==> src/rtl/serial_add_pkg.sv <==
// serial_add_pkg: shared definitions for the bit-serial adder controller.
//   - state_e      : controller state encoding (idle / shift / done)
//   - DefaultWidth : default operand and sum width
package serial_add_pkg;

  localparam int unsigned DefaultWidth = 4;

  typedef enum logic [1:0] {
    StIdle  = 2'd0,
    StShift = 2'd1,
    StDone  = 2'd2
  } state_e;

endpackage

==> src/rtl/bit_full_adder.sv <==
// bit_full_adder: single combinational full-adder cell.
// Ports:
//   i_a, i_b, i_c : addend bits and carry-in
//   o_s, o_co     : sum bit and carry-out
module bit_full_adder (
  input  logic i_a,
  input  logic i_b,
  input  logic i_c,
  output logic o_s,
  output logic o_co
);

  assign o_s  = i_a ^ i_b ^ i_c;
  assign o_co = (i_a & i_b) | (i_a & i_c) | (i_b & i_c);

endmodule

==> src/rtl/serial_add_ctrl.sv <==
// serial_add_ctrl: sequencing controller for a bit-serial adder.
// Captures two WIDTH-bit operands on start, runs one full-adder cell for WIDTH
// cycles LSB first with a registered carry, then pulses done for one cycle.
// Ports:
//   clk, rst_n   : rising-edge clock, asynchronous active-low reset
//   start        : request, sampled only while idle
//   a, b, sub    : operands and subtract select, captured on the accepting edge
//   busy         : high while shifting
//   done         : one-cycle pulse when sum/carry are valid
//   sum, carry   : result register and final carry-out
// Build option: define SERIAL_ADD_CTRL_SUB_EN to enable subtraction via sub
// (carry=1 then means no borrow). Undefined, sub is ignored.
module serial_add_ctrl
  import serial_add_pkg::*;
#(
  parameter int unsigned WIDTH = DefaultWidth
) (
  input  logic             clk,
  input  logic             rst_n,
  input  logic             start,
  input  logic [WIDTH-1:0] a,
  input  logic [WIDTH-1:0] b,
  input  logic             sub,
  output logic             busy,
  output logic             done,
  output logic [WIDTH-1:0] sum,
  output logic             carry
);

  localparam int unsigned CntW = $clog2(WIDTH + 1);
  localparam logic [CntW-1:0] LastCnt = CntW'(WIDTH - 1);
  localparam logic [CntW-1:0] CntOne  = CntW'(1);

  if (WIDTH < 2 || WIDTH > 32) begin : g_width_check
    $error("serial_add_ctrl: WIDTH must be in 2..32");
  end

  state_e          r_state;
  logic [WIDTH-1:0] r_a_sr;
  logic [WIDTH-1:0] r_b_sr;
  logic [WIDTH-1:0] r_sum;
  logic [CntW-1:0]  r_cnt;
  logic             r_cy;
  logic             r_carry;
  logic             r_busy;
  logic             r_done;

  logic w_s;
  logic w_co;
  logic w_b_bit;
  logic w_cy_init;

`ifdef SERIAL_ADD_CTRL_SUB_EN
  logic r_sub;

  always_ff @(posedge clk or negedge rst_n) begin
    if (!rst_n) begin
      r_sub <= 1'b0;
    end else if (r_state == StIdle && start) begin
      r_sub <= sub;
    end
  end

  // Two's-complement subtract: invert b into the adder, carry-in of 1.
  assign w_b_bit   = r_b_sr[0] ^ r_sub;
  assign w_cy_init = sub;
`else
  logic w_unused_sub;
  assign w_unused_sub = sub;
  assign w_b_bit      = r_b_sr[0];
  assign w_cy_init    = 1'b0;
`endif

  bit_full_adder u_fa (
    .i_a  (r_a_sr[0]),
    .i_b  (w_b_bit),
    .i_c  (r_cy),
    .o_s  (w_s),
    .o_co (w_co)
  );

  always_ff @(posedge clk or negedge rst_n) begin
    if (!rst_n) begin
      r_state <= StIdle;
      r_a_sr  <= '0;
      r_b_sr  <= '0;
      r_sum   <= '0;
      r_cnt   <= '0;
      r_cy    <= 1'b0;
      r_carry <= 1'b0;
      r_busy  <= 1'b0;
      r_done  <= 1'b0;
    end else begin
      unique case (r_state)
        StIdle: begin
          if (start) begin
            r_a_sr  <= a;
            r_b_sr  <= b;
            r_cnt   <= '0;
            r_cy    <= w_cy_init;
            r_busy  <= 1'b1;
            r_state <= StShift;
          end
        end
        StShift: begin
          // Sum bits enter at the MSB so the LSB lands in bit 0 after WIDTH shifts.
          r_sum  <= {w_s, r_sum[WIDTH-1:1]};
          r_a_sr <= {1'b0, r_a_sr[WIDTH-1:1]};
          r_b_sr <= {1'b0, r_b_sr[WIDTH-1:1]};
          r_cy   <= w_co;
          r_cnt  <= r_cnt + CntOne;
          if (r_cnt == LastCnt) begin
            r_carry <= w_co;
            r_busy  <= 1'b0;
            r_done  <= 1'b1;
            r_state <= StDone;
          end
        end
        StDone: begin
          r_done  <= 1'b0;
          r_state <= StIdle;
        end
        default: begin
          r_busy  <= 1'b0;
          r_done  <= 1'b0;
          r_state <= StIdle;
        end
      endcase
    end
  end

  assign busy  = r_busy;
  assign done  = r_done;
  assign sum   = r_sum;
  assign carry = r_carry;

endmodule

==> config.mk <==
export PLATFORM = sky130hd
export DESIGN_NAME = serial_add_ctrl
export DESIGN_NICKNAME = d
export VERILOG_FILES = /design/src/rtl/serial_add_pkg.sv /design/src/rtl/bit_full_adder.sv /design/src/rtl/serial_add_ctrl.sv
export SDC_FILE = /design/constraint.sdc
export NUM_CORES = 1
export LEC_CHECK = 0
export ABC_AREA = 0
export CORE_UTILIZATION = 48
export DETAILED_ROUTE_END_ITERATION = 8
export GPL_ROUTABILITY_DRIVEN = 0
export PLACE_DENSITY = 0.74
export SLEW_MARGIN = 20
export SYNTH_ARGS = -nofsm -noshare
export SYNTH_HDL_FRONTEND = slang
export SYNTH_SLANG_ARGS = --single-unit
==> constraint.sdc <==
create_clock -name clk -period 1.7 [get_ports clk]
set_input_delay 0.34 -clock clk [delete_from_list [all_inputs] [get_ports clk]]
set_output_delay 0.34 -clock clk [all_outputs]
set_load 0.005 [all_outputs]
[After elaboration in Yosys (flattened, before gate mapping)]
Index checks and enable logic that the tools add are counted.
Word-level totals
  bits in registers: 21
  bits of input ports: 12
  output and inout port bits: 7
Cells by class
  bitwise operators: 9
  add/sub/neg operators: 1
  reduce and logical (&&, ||, !) cells: 7
  mux-type cells: 16
  eq/ne operators: 5
Operator list (count)
  4-bit case mux with 2 select lines: 2
  4-bit two-way mux: 2
  2-bit AND reduction: 4
  3-bit case mux with 2 select lines: 1
  1-bit two-way mux: 4
  2-bit two-way mux: 2
  2-bit inequality test (second input constant): 2
  1-bit case mux with 2 select lines: 2
  2-bit case mux with 2 select lines: 1
  3-bit by 1-bit adder with 3-bit output (second input constant): 1
  1-bit AND: 3
  3-bit by 2-bit equality test with 1-bit output (second input constant): 1
  3-bit two-way mux: 1
  1-bit case mux with 3 select lines: 1
  3-bit AND reduction: 1
  2-bit by 1-bit equality test with 1-bit output (second input constant): 1
  2-bit equality test (second input constant): 1
  2-bit logical NOT: 1
  1-bit NOT: 2
  1-bit OR: 2
  2-bit nonzero test: 1
  1-bit bitwise XOR: 2

[Longest topological paths before layout]
  depth after elaboration: 4
  gate-level depth with buffers: 5

[Modules after synthesis]
From an unflattened synthesis, not the netlist that was laid out.
Unflattened totals
  cell total of the unflattened synthesis: 85
  area, all modules: 954.7 µm²
By module, submodules not included
  serial_add_ctrl: instances 1, area an instance 934.6 µm², cells each 84
  bit_full_adder: instances 1, area an instance 20.0 µm², cells each 1

[Worst setup path after synthesis]
Ideal clock, no wire load.
  path kind: register -> register
  start point: register r_cnt[0]
  end point: register r_carry, in the netlist carry
  arrival time: 1190 ps
  path slack: 385 ps
  stages on the path, launching flop included: 6
  required time: 1575 ps
  path buffers: 0
  path through: dfrtp_1 -> ha_1 -> ha_1 -> inv_1 -> nor2_4 -> mux2_4
Between the ends
  longest elaborated chain between the ends: 2
Ends and longest elaborated chain
  from (decl): line serial_add_ctrl.sv:42  | logic [CntW-1:0] r_cnt;
  from (signal assigned): line serial_add_ctrl.sv:111  | r_cnt <= r_cnt + CntOne;
  3-bit by 2-bit equality test with 1-bit output: line serial_add_ctrl.sv:112  | if (r_cnt == LastCnt) begin
  2-bit AND reduction (no line)
  to (signal assigned): line serial_add_ctrl.sv:113  | r_carry <= w_co;
  to (decl): line serial_add_ctrl.sv:44  | logic r_carry;
No other way between the ends.
A chain may end at the register's enable or synchronous reset.

[Final worst setup path]
  start point: register r_sum[2], in the netlist sum[2]
  end point: output port sum[2]
RTL lines
  from (decl): line serial_add_ctrl.sv:41  | logic [WIDTH-1:0] r_sum;
  from (signal assigned): line serial_add_ctrl.sv:107  | r_sum <= {w_s, r_sum[WIDTH-1:1]};
  to (decl): line serial_add_ctrl.sv:26  | output logic [WIDTH-1:0] sum,
No word-level cell between the ends.

==> run metrics <==
I/O Buffers=17; most frequent cells in the layout=21 x dfrtp_1, 18 x nand2_1, 17 x clkdlybuf4s50_1; Mapped Area=1000 µm²; Fill cells=176; Worst-Margin Slew=416 ps; flops & latches, synth=21; vias in the first global route=602; share of layout cells above drive strength 1=15.7%; Post-synth EDFFs=0; family with the most delay on the worst path=buffers and inverters; fin crit period=1540 ps; Post-Synthesis Cells=89; max incr delay on CP=510 ps; critical path arrival=1200 ps; 1st-pass router iterations=5; Max Cap Viol=0; Hold Slack=357 ps; critical path class=reg -> out; power share of the combinational group=45.5%; vias=685; 1st-iter DRT viols=14; Final Hold Fails=0; Die Y=47.7 µm; maximum VDD drop=0.749 mV; H-tree depth=1; root buf cell=clkbuf_4; total negative slack=0 ps; slowest CP cell=clkdlybuf4s50_1; dpl cell area=1180 µm²; Total Wirelength=1710 µm; status=finished, final reports clean; Initial Utilization=51.0%; worst clock skew=4.08 ps; WL per Instance=12.7 µm; worst path cell trace=clkdlybuf4s50_1; ys async rst share=100%; grt ovf=0; Psw=0.000783 W; multi-input logic area=418 µm²; # diodes=0; Top FF cell, synth=dfrtp_1; PwrDens=1760 nW/µm²; Routed Antenna Nets=0; CTS tree=done; Finished Cell Area=1210 µm²; Seq pwr share=43.3%; R2R Setup Slk=240 ps; syn nets=104; Final period util=90.9%; max-slew violation count=0; Vias/cell=5.07; Final nets=124; # hold bufs at CTS=0; Reg clk slew, reported paths=110 ps; die width=47.7 µm; quantity of gates resized following cts=0; Num CTS Buffers=3; Post-Syn Area per Cell=11.2 µm²; r2r startpoint=r_state[0]; Hold Path Class=in -> async; total setup buffers inserted after CTS=0; internal power=0.00134 W; DRC=0; leakage=0.539 nW; crit-path max FO=3; Sw Share=36.8%; Die ar.=2270 µm²; Worst slew margin=72.2%; Clk pwr share=11.3%; commonest non-fill, non-tap cell in the layout=dfrtp_1; reg2reg path depth=3; Final setup viols=0; global-route wire length before repair=2680 µm; initial antenna violation count=0; GRT Total Usage=18.3%; register area=526 µm²; CP Capture Type=primary output; post-synthesis sequential area ratio=52.5%; crit start category=flop; CTS max path bufs=2; Ports=19; clock net sink count=21; Clock Latency Late Sink=300 ps; RSZ-0062 raised after global routing=no; largest net degree at the start of global routing=22; Yosys Warn Count=0; core area=1960 µm²; HPWL Detailed=1280 µm; CP Data Required Time=1360 ps; Critical path buffers and inverters=1; synth-to-layout area growth=20.6%; Reg-to-Reg End=busy; fmax=647 MHz; distinct cell type count after synthesis=25; row cnt=16
[synth_stat cells, types with 2 or more instances]
cell / instances / area, µm²
a21oi_1: 2 / 10.0
a22o_1: 2 / 17.5
a32oi_1: 2 / 17.5
buf_6: 3 / 33.8
dfrtp_1: 21 / 526
ha_1: 2 / 25.0
inv_1: 3 / 11.3
nand2_1: 18 / 67.6
nor2_1: 15 / 56.3
o22ai_1: 2 / 12.5
o32ai_2: 5 / 81.3
[how the worst max path moves through the flow]
stage | start | endpoint | cells past startpoint
floorplan | r_cnt[0] | carry | 5
global placement | start | r_a_sr[2] | 4
detailed placement | start | r_a_sr[2] | 4
CTS | sum[2] | sum[2] | 1
global route | busy | busy | 1
finish | sum[2] | sum[2] | 1
[power by group through the flow]
stage          Combinational (W)  Clock, W  Sequential (W)
6_report                0.000966  0.000240        0.000919
5_1_grt                  0.00109  0.000267        0.000952
4_1_cts                 0.000984  0.000244        0.000923
3_5_place_dp            0.000982         0        0.000934
3_3_place_gp            0.000956         0        0.000914
2_1_floorplan           0.000767         0        0.000866
[state kept, by name, summed over array words and instances, names as in the netlist]
| signal | flops |
|---|---|
| sum | 4 |
| r_a_sr | 4 |
| r_cy | 1 |
| busy | 1 |
| done | 1 |
| carry | 1 |
| r_b_sr | 4 |
| r_cnt | 3 |
| r_state | 2 |
[per-layer routing]
layer | routed length [µm] | vias to the layer above | global-route usage (%)
li1 | - | 339 | -
met1 | 802 | 326 | 22.7
met4 | 29 | 0 | 8.33
met5 | 0 | - | 0
met2 | 794 | 16 | 28.5
met3 | 81 | 4 | 6.79
[logic make-up after synthesis]
group,after synthesis,share of synthesized area (%)
compound gates,18,18.8
fa+ha+maj,3,4.50
buf+inv,8,5.75
flops,21,52.5
mux,1,1.50
simple gates,38,17.0
[metrics by stage]
| stage | std cells | total power, W | worst slack (ps) | util (%) |
|---|---|---|---|---|
| after floorplan | 89 | 0.00163 | 385 | - |
| after global placement | 131 | 0.00187 | 125 | 60.2 |
| after detailed placement | 131 | 0.00192 | 119 | 60.2 |
| after CTS | 135 | 0.00215 | 145 | 61.5 |
| after global routing | 135 | 0.00231 | 97.0 | 61.5 |
| final | 135 | 0.00213 | 155 | 61.5 |
[cell type report]
cell class	count	share of cell area, %
multi-input combinational	60	34.6
timing repair buffer	20	16.0
inverter	3	0.933
clock buffer	4	2.18
sequential	21	43.5
tap	27	2.80
No activity file was read; power rests on OpenSTA's default activity.
